--- src/rtl/bsearch_ctrl_pkg.sv ---
// lab4_pkg: shared types and default sizes for the Lab 4 binary-search
// controller.
//   bs_state_t   FSM state encoding for bsearch_ctrl
//   LAB4_DATA_W  default RAM word / target width
//   LAB4_ADDR_W  default RAM address width (2^ADDR_W words)
package lab4_pkg;

    localparam int LAB4_DATA_W = 8;
    localparam int LAB4_ADDR_W = 5;

    typedef enum logic [2:0] {
        S_IDLE,
        S_CALC,
        S_WAIT,
        S_CMP,
        S_DONE
    } bs_state_t;

endpackage

--- src/rtl/bsearch_ctrl_if.sv ---
// bsearch_ctrl_if: request, RAM read and status signals of the search
// controller.
//   start     level request, sampled in IDLE
//   A         search target, latched at search start
//   ram_q     RAM read data, one cycle after ram_addr is sampled
//   ram_addr  registered RAM read address
//   loc       address of the match (0 when not found)
//   found     target located
//   done      search finished, result valid
//   busy      search in progress
// slave modport is the controller side; master is the top level / RAM side.
interface bsearch_ctrl_if #(
    parameter int DATA_W = lab4_pkg::LAB4_DATA_W,
    parameter int ADDR_W = lab4_pkg::LAB4_ADDR_W
) ();

    logic              start;
    logic [DATA_W-1:0] A;
    logic [DATA_W-1:0] ram_q;
    logic [ADDR_W-1:0] ram_addr;
    logic [ADDR_W-1:0] loc;
    logic              found;
    logic              done;
    logic              busy;

    modport slave (
        input  start, A, ram_q,
        output ram_addr, loc, found, done, busy
    );

    modport master (
        output start, A, ram_q,
        input  ram_addr, loc, found, done, busy
    );

endinterface

--- src/rtl/bsearch_ctrl.sv ---
// bsearch_ctrl: binary search for target A over an external sync-read RAM of
// 2^ADDR_W ascending-sorted words.
//   clk    system clock
//   reset  asynchronous, active-high reset
//   bus    bsearch_ctrl_if.slave: start/A in, ram_q in, ram_addr out,
//          loc/found/done/busy status out
// Each probe takes three cycles (CALC -> WAIT -> CMP), so start sampled in
// cycle N yields done in cycle N+1+3k for k probes.
module bsearch_ctrl
    import lab4_pkg::*;
#(
    parameter int DATA_W = LAB4_DATA_W,
    parameter int ADDR_W = LAB4_ADDR_W
) (
    input  logic           clk,
    input  logic           reset,
    bsearch_ctrl_if.slave  bus
);

    // lo/hi carry one extra bit so hi = mid-1 at mid = 0 cannot alias to
    // the top address.
    localparam logic [ADDR_W:0] HI_INIT = {1'b0, {ADDR_W{1'b1}}};
    localparam logic [ADDR_W:0] ONE     = {{ADDR_W{1'b0}}, 1'b1};

    bs_state_t         state;
    logic [ADDR_W:0]   lo, hi;
    logic [DATA_W-1:0] a_reg;
    logic [ADDR_W-1:0] ram_addr_q, loc_q;
    logic              found_q, done_q, busy_q;

    logic [ADDR_W+1:0] mid_sum;
    logic [ADDR_W-1:0] mid;
    logic [ADDR_W:0]   mid_ext;

    // lo/hi are stable from CALC through CMP, so mid is the same value that
    // was issued as ram_addr when the comparison happens.
    assign mid_sum = {1'b0, lo} + {1'b0, hi};
    assign mid     = mid_sum[ADDR_W:1];
    assign mid_ext = {1'b0, mid};

    always_ff @(posedge clk or posedge reset) begin
        if (reset) begin
            state      <= S_IDLE;
            ram_addr_q <= '0;
            loc_q      <= '0;
            found_q    <= 1'b0;
            done_q     <= 1'b0;
            busy_q     <= 1'b0;
            lo         <= '0;
            hi         <= HI_INIT;
            a_reg      <= '0;
        end else begin
            case (state)
                S_IDLE: begin
                    if (bus.start) begin
                        a_reg   <= bus.A;
                        lo      <= '0;
                        hi      <= HI_INIT;
                        found_q <= 1'b0;
                        done_q  <= 1'b0;
                        loc_q   <= '0;
                        busy_q  <= 1'b1;
                        state   <= S_CALC;
                    end
                end
                S_CALC: begin
                    ram_addr_q <= mid;
                    state      <= S_WAIT;
                end
                S_WAIT: begin
                    // RAM samples ram_addr at the end of this cycle
                    state <= S_CMP;
                end
                S_CMP: begin
                    if (bus.ram_q == a_reg) begin
                        found_q <= 1'b1;
                        loc_q   <= mid;
                        busy_q  <= 1'b0;
                        done_q  <= 1'b1;
                        state   <= S_DONE;
                    end else if (bus.ram_q < a_reg) begin
                        // range exhausted on the high side
                        if (mid_ext == hi) begin
                            busy_q <= 1'b0;
                            done_q <= 1'b1;
                            state  <= S_DONE;
                        end else begin
                            lo    <= mid_ext + ONE;
                            state <= S_CALC;
                        end
                    end else begin
                        // range exhausted on the low side
                        if (mid_ext == lo) begin
                            busy_q <= 1'b0;
                            done_q <= 1'b1;
                            state  <= S_DONE;
                        end else begin
                            hi    <= mid_ext - ONE;
                            state <= S_CALC;
                        end
                    end
                end
                S_DONE: begin
                    // start must fall before another search can begin
                    if (!bus.start) begin
                        done_q <= 1'b0;
                        state  <= S_IDLE;
                    end
                end
                default: state <= S_IDLE;
            endcase
        end
    end

    assign bus.ram_addr = ram_addr_q;
    assign bus.loc      = loc_q;
    assign bus.found    = found_q;
    assign bus.done     = done_q;
    assign bus.busy     = busy_q;

endmodule

--- src/flat_wrapper.sv ---
// flat-port wrapper written by rule: the top's interface ports become plain ports
module bsearch_ctrl_flat import lab4_pkg::*;
#(
    parameter int DATA_W = LAB4_DATA_W,
    parameter int ADDR_W = LAB4_ADDR_W
)
  (clk, reset, bus_start, bus_A, bus_ram_q, bus_ram_addr, bus_loc, bus_found, bus_done, bus_busy);
  bsearch_ctrl_if #(.DATA_W(DATA_W), .ADDR_W(ADDR_W)) bus_i ();
  input  logic clk;
  input  logic reset;
  input wire logic [$bits(bus_i.start)-1:0] bus_start;
  input wire logic [$bits(bus_i.A)-1:0] bus_A;
  input wire logic [$bits(bus_i.ram_q)-1:0] bus_ram_q;
  output wire logic [$bits(bus_i.ram_addr)-1:0] bus_ram_addr;
  output wire logic [$bits(bus_i.loc)-1:0] bus_loc;
  output wire logic [$bits(bus_i.found)-1:0] bus_found;
  output wire logic [$bits(bus_i.done)-1:0] bus_done;
  output wire logic [$bits(bus_i.busy)-1:0] bus_busy;
  assign bus_i.start = bus_start;
  assign bus_i.A = bus_A;
  assign bus_i.ram_q = bus_ram_q;
  assign bus_ram_addr = bus_i.ram_addr;
  assign bus_loc = bus_i.loc;
  assign bus_found = bus_i.found;
  assign bus_done = bus_i.done;
  assign bus_busy = bus_i.busy;
  bsearch_ctrl #(.DATA_W(DATA_W), .ADDR_W(ADDR_W)) u_core (.clk(clk), .reset(reset), .bus(bus_i));
endmodule
--- config.mk ---
export PLATFORM = sky130hd
export DESIGN_NAME = bsearch_ctrl_flat
export DESIGN_NICKNAME = d
export VERILOG_FILES = /design/src/rtl/bsearch_ctrl_pkg.sv /design/src/rtl/bsearch_ctrl_if.sv /design/src/rtl/bsearch_ctrl.sv /design/src/flat_wrapper.sv
export SDC_FILE = /design/constraint.sdc
export NUM_CORES = 1
export LEC_CHECK = 0
export ABC_CLOCK_PERIOD_IN_PS = 2900
export BUFFER_PORTS_ARGS = -buffer_cell sky130_fd_sc_hd__buf_4
export CORE_ASPECT_RATIO = 1.25
export CORE_MARGIN = 3
export CORE_UTILIZATION = 45
export CTS_BUF_LIST = sky130_fd_sc_hd__clkbuf_2 sky130_fd_sc_hd__clkbuf_4 sky130_fd_sc_hd__clkbuf_8
export DETAILED_ROUTE_END_ITERATION = 10
export PLACE_DENSITY = 0.7
export SLEW_MARGIN = 20
export SYNTH_ARGS = -nofsm -noshare
export SYNTH_HDL_FRONTEND = slang
export SYNTH_SLANG_ARGS = --single-unit
--- constraint.sdc ---
create_clock -name clk -period 2.9 [get_ports clk]
set_input_delay 0.145 -clock clk [delete_from_list [all_inputs] [get_ports clk]]
set_output_delay 0.145 -clock clk [all_outputs]
set_load 0.02 [all_outputs]
# [Word-level counts from Yosys, hierarchy flattened]
# Index checks and enable logic that the tools add are counted.
[totals] output_inout_bits=13 latchBits=0 ramBits=0 romBits=0 regBits=36 inputBits=19 elab_cells=75 mem_count=0
[classes] n_mul=0 order_cmp=1 add_sub_neg=3 n_shift=0 div=0 n_eq_ne=17 bitwise_logic=0 muxes=35 n_reduce_logical=10
[op_table] op="$mux 6" count=8
[op_table] op="$pmux 6 s2" count=2
[op_table] op="$mux 3" count=6
[op_table] op="$pmux 3 s5" count=1
[op_table] op="$reduce_and 5->1" count=3
[op_table] op="$eq 5x6->1" count=2
[op_table] op="$mux 1" count=12
[op_table] op="$ne 2x2->1 const B" count=6
[op_table] op="$mux 5" count=2
[op_table] op="$pmux 5 s2" count=1
[op_table] op="$eq 8x8->1" count=1
[op_table] op="$lt 8x8->1" count=1
[op_table] op="$add 5x1->6 const B" count=1
[op_table] op="$add 6x6->6" count=1
[op_table] op="$eq 3x2->1 const B" count=2
[op_table] op="$sub 5x1->6 const B" count=1
[op_table] op="$ne 2x1->1 const B" count=2
[op_table] op="$ne 4x1->1 const B" count=1
[op_table] op="$ne 4x3->1 const B" count=1
[op_table] op="$pmux 1 s2" count=2
[op_table] op="$reduce_and 2->1" count=2
[op_table] op="$reduce_and 4->1" count=1
[op_table] op="$eq 3x1->1 const B" count=1
[op_table] op="$eq 3x3->1 const B" count=1
[op_table] op="other kinds (5)" count=5

# [Logic depth before layout (Yosys ltp)]
[depth] depth_word=6 ltp_mapped=10 mapped_depth_nobuf=10

# [Worst setup path before layout]
# OpenSTA, ideal clock, no wires.
[synth_timing] kind="register -> register" from="register u_core.lo[0]" to="register u_core.state[0]" stages_incl_launch_ff=10 setup_ps=120 arrival_ps=2696 period_less_slack_ps=2817 slack_ps=83 cell_sequence="dfrtp_1 -> and2_1 -> fa_1 -> xor2_1 -> inv_2 -> xnor2_1 -> or4_1 -> a2111o_1 -> o311a_2 -> a41o_1"
[synth_via] elab_chain_len=6 word_cells_on_any_way=8 classes_between="1 x add/sub; 2 x eq/ne; 5 x mux"
[synth_lines] element="from (decl)" line_no="bsearch_ctrl.sv:26" text="logic [ADDR_W:0] lo, hi;"
[synth_lines] element="from (signal assigned)" line_no="bsearch_ctrl.sv:88" text="lo <= mid_ext + ONE;"
[synth_lines] element="$add 6x6->6 *" line_no="bsearch_ctrl.sv:37" text="assign mid_sum = {1'b0, lo} + {1'b0, hi};"
[synth_lines] element="net u_core.mid_sum[2]" line_no="bsearch_ctrl.sv:31" text="logic [ADDR_W+1:0] mid_sum;"
[synth_lines] element="$eq 5x6->1, on equally long branches" line_no="bsearch_ctrl.sv:93, bsearch_ctrl.sv:83"
[synth_lines] element="$mux 3, on equally long branches" line_no="bsearch_ctrl.sv:93, bsearch_ctrl.sv:83"
[synth_lines] element="$mux 3 *" line_no="bsearch_ctrl.sv:81" text="end else if (bus.ram_q < a_reg) begin"
[synth_lines] element="$mux 3 *" line_no="bsearch_ctrl.sv:75" text="if (bus.ram_q == a_reg) begin"
[synth_lines] element="$pmux 3 s5 *" line_no="bsearch_ctrl.sv:53" text="case (state)"
[synth_lines] element="to (signal assigned)" line_no="bsearch_ctrl.sv:80" text="state <= S_DONE;"
[synth_lines] element="to (signal assigned)" line_no="bsearch_ctrl.sv:86" text="state <= S_DONE;"
[synth_lines] element="to (signal assigned)" line_no="bsearch_ctrl.sv:96" text="state <= S_DONE;"
[synth_lines] element="to (decl)" line_no="bsearch_ctrl.sv:25" text="bs_state_t state;"
# Mark *: on every way through the listed nets, which the timed path passes. The rest lies on a longest branch.
# A chain may end at the register's enable or synchronous reset.

# [Final worst setup path]
[layout_timing] from="register u_core.hi[2]" to="register u_core.lo[5]"
[layout_via] elab_chain_len=6 word_cells_on_any_way=9 classes_between="2 x add/sub; 2 x eq/ne; 4 x mux; 1 x reduce/logical"
[layout_lines] element="from (decl)" line_no="bsearch_ctrl.sv:26"
[layout_lines] element="from (signal assigned)" line_no="bsearch_ctrl.sv:98" text="hi <= mid_ext - ONE;"
[layout_lines] element="$add 6x6->6" line_no="bsearch_ctrl.sv:37"
[layout_lines] element="$add 5x1->6" line_no="bsearch_ctrl.sv:88"
[layout_lines] element="$mux 6" line_no="bsearch_ctrl.sv:83" text="if (mid_ext == hi) begin"
[layout_lines] element="$mux 6" line_no="bsearch_ctrl.sv:81"
[layout_lines] element="$mux 6" line_no="bsearch_ctrl.sv:75"
[layout_lines] element="$pmux 6 s2" line_no="bsearch_ctrl.sv:53"
# Several ways; a longest one is shown, not always the timed one. The select of a mux whose other input is x is not followed.

==> summary.txt <==
Clock tree
  – Longest Clk Path Bufs: 2
  – CTS tree: yes
  – Worst-path clk slew: 0.07 ns
  – Total clock sinks: 36
  – TritonCTS buffer count: 5
  – Root buffer cell: clkbuf_8
  – CTS H-tree depth: 2
  – Worst skew pair latency: 0.29 ns

Logic synthesis
  – FF+latch count, synth: 36
  – Commonest register cell after synthesis: dfrtp_1
  – Synthesized Nets: 274
  – Post-synth EDFFs: 0
  – Area leader, netlist: dfrtp_1
  – Synth top area cells: dfrtp_1 34%, ha_1 7.7%, dfstp_2 5.8%
  – Top cell type's share of synthesized area: 34.2%
  – Synth cell types: 48
  – Syn Std Cell Area: 0.00227 mm^2
  – Sequential area share after synthesis: 40.0%
  – Asr flop ratio synth: 100%
  – Syn Inst Count: 240
  – Synth Area per Inst: 9.46 um^2
  – Warnings, synthesis: 0

Global route
  – Global route overflow: 0
  – First-pass GRT wire length: 8.77 mm
  – Vias in the first global route: 1888
  – Initial antenna violation count: 0
  – Largest net degree at the start of global routing: 37
  – Gr usage total: 18.3%

Timing
  – Endpoints failing hold: 0
  – Crit share post-route: 95.0%
  – Slew Limit Fails: 0
  – Layout Skew: 0.00405 ns
  – Worst setup margin: 0.146 ns
  – Relative slew slack: 56.8%
  – Worst-margin pin slew: 0.643 ns
  – Final setup violation count: 0
  – Hold_ws: 0.0560 ns
  – RSZ-0062 raised after global routing: no
  – Achievable frequency: 363 MHz
  – Setup tns final: 0 ns
  – Minimum clock period: 2.75 ns

Floorplanning
  – Core ar.: 0.00480 mm^2
  – Floorplan die width: 69.5 um
  – Initial Utilization: 47.3%
  – Num rows: 28
  – # IOs: 32
  – Die height: 85.4 um
  – Die area: 0.00594 mm^2

Hold path
  – HP Class: in2reg
  – Hold-critical path depth: 3

Critical path
  – Worst setup EP type: flop
  – Register-to-register setup slack: 0.15 ns
  – Setup CP Type: reg2reg
  – Worst path arrival time: 2.93 ns
  – Worst path required time: 3.08 ns
  – Register-to-Register Path Depth: 8
  – Startpoint Class: flop
  – CP Max Fanout: 6

Routing
  – Post-DRT Antenna Nets: 0
  – Vias: 1829
  – First DRT Iteration DRCs: 75
  – Vias/cell: 5.41
  – # DRC: 0
  – Wirelength, routed: 4.94 mm
  – Wire per inst: 14.6 um
  – Drt pass-1 iters: 4

Final layout
  – Most frequent cells in the layout: 41 x buf_4, 31 x dfrtp_1, 27 x nand2_1
  – Share of cells above drive strength 1: 25.5%
  – Nets: 311
  – Commonest non-fill, non-tap cell in the layout: buf_4
  – Syn-to-layout area delta: 20.7%
  – Antenna cells: 0
  – Max reg flops: 8

Outcome
  – Outcome: complete, no violations

Place
  – Pre-CTS setup slack: 0.0946 ns
  – IO Port Bufs: 31
  – Detailed Place HPWL: 3.81 mm
  – GPL Wtd Cong: 0.903

Run
  – MaxCap Viol Count: 0
## final cells by class
cell class / count / area (um^2)
inverters: 19 / 71.3
fillers: 452 / 2060
well taps: 60 / 75.1
flip-flops and latches: 36 / 907
clock buffers: 8 / 104
repair buffers: 42 / 318
multi-input cells: 173 / 1260
## metrics by stage
step	std cells	util (%)	cell area (um^2)
global placement	329	54.2	2600
floorplan	240	-	2270
CTS	338	56.6	2720
global route	338	57.1	2740
finish	338	57.1	2740
detailed placement	329	54.2	2600
## cells in the mapped netlist, types with 7 or more instances
cell,n
nand2_1,27
clkbuf_1,9
mux2i_1,12
nor3_1,7
nand3_1,11
ha_1,14
xnor2_1,15
o21ai_0,12
nor2_1,16
inv_1,18
xor2_1,8
dfrtp_1,31
## per-layer routing
metal / global-route usage (%) / share of wire, % / up-vias
met1: 22.8 / 43 / 861
met3: 2.73 / 3.9 / 13
met4: 8.35 / 2.8 / 0
met5: 0 / 0 / -
li1: - / - / 904
met2: 31.2 / 50 / 51
## path summary, 6_finish.rpt
| check | start | end |
|---|---|---|
| setup / recovery | u_core.hi[2] | u_core.lo[5] |
| hold / removal | bus_A[7] | u_core.a_reg[7] |
| setup reg to reg | u_core.hi[2] | u_core.lo[5] |
| hold reg to reg | u_core.bus.found | u_core.bus.found |
| max in group asynchronous | reset | u_core.hi[3] |
| min in group asynchronous | reset | u_core.bus.found |
## logic make-up after synthesis
| kind of cell | count (synthesis) | synth area share, % |
|---|---|---|
| and+or+nand+nor | 78 | 16.3 |
| muxes | 16 | 7.28 |
| xor gates and xnor gates | 24 | 9.59 |
| DFF | 36 | 40.0 |
| buffers and inverters | 31 | 5.57 |
| adders and majority gates | 15 | 8.60 |
| AOI/OAI and AO/OA | 40 | 12.7 |
## worst max-delay path: stages (launching register included)
cell and delay (ns):
dfstp_2 0.57, ha_1 0.25, nand4_1 0.18, a21boi_2 0.22, mux2i_1 0.35, nor2_4 0.08
xnor2_1 0.16, a2111o_1 0.57, a31o_1 0.27
## timing repair
action | in CTS | in global routing
setup buffers | 0 | 0
endpoints found under the setup margin | 0 | 16
endpoints found under the hold margin | 31 | 0
hold buffers | 1 | 0
resized for setup | 0 | 5
Power is left out: the tool's default activity adds up to more than one toggle a clock period on the data nets, which glitch-free logic cannot reach.
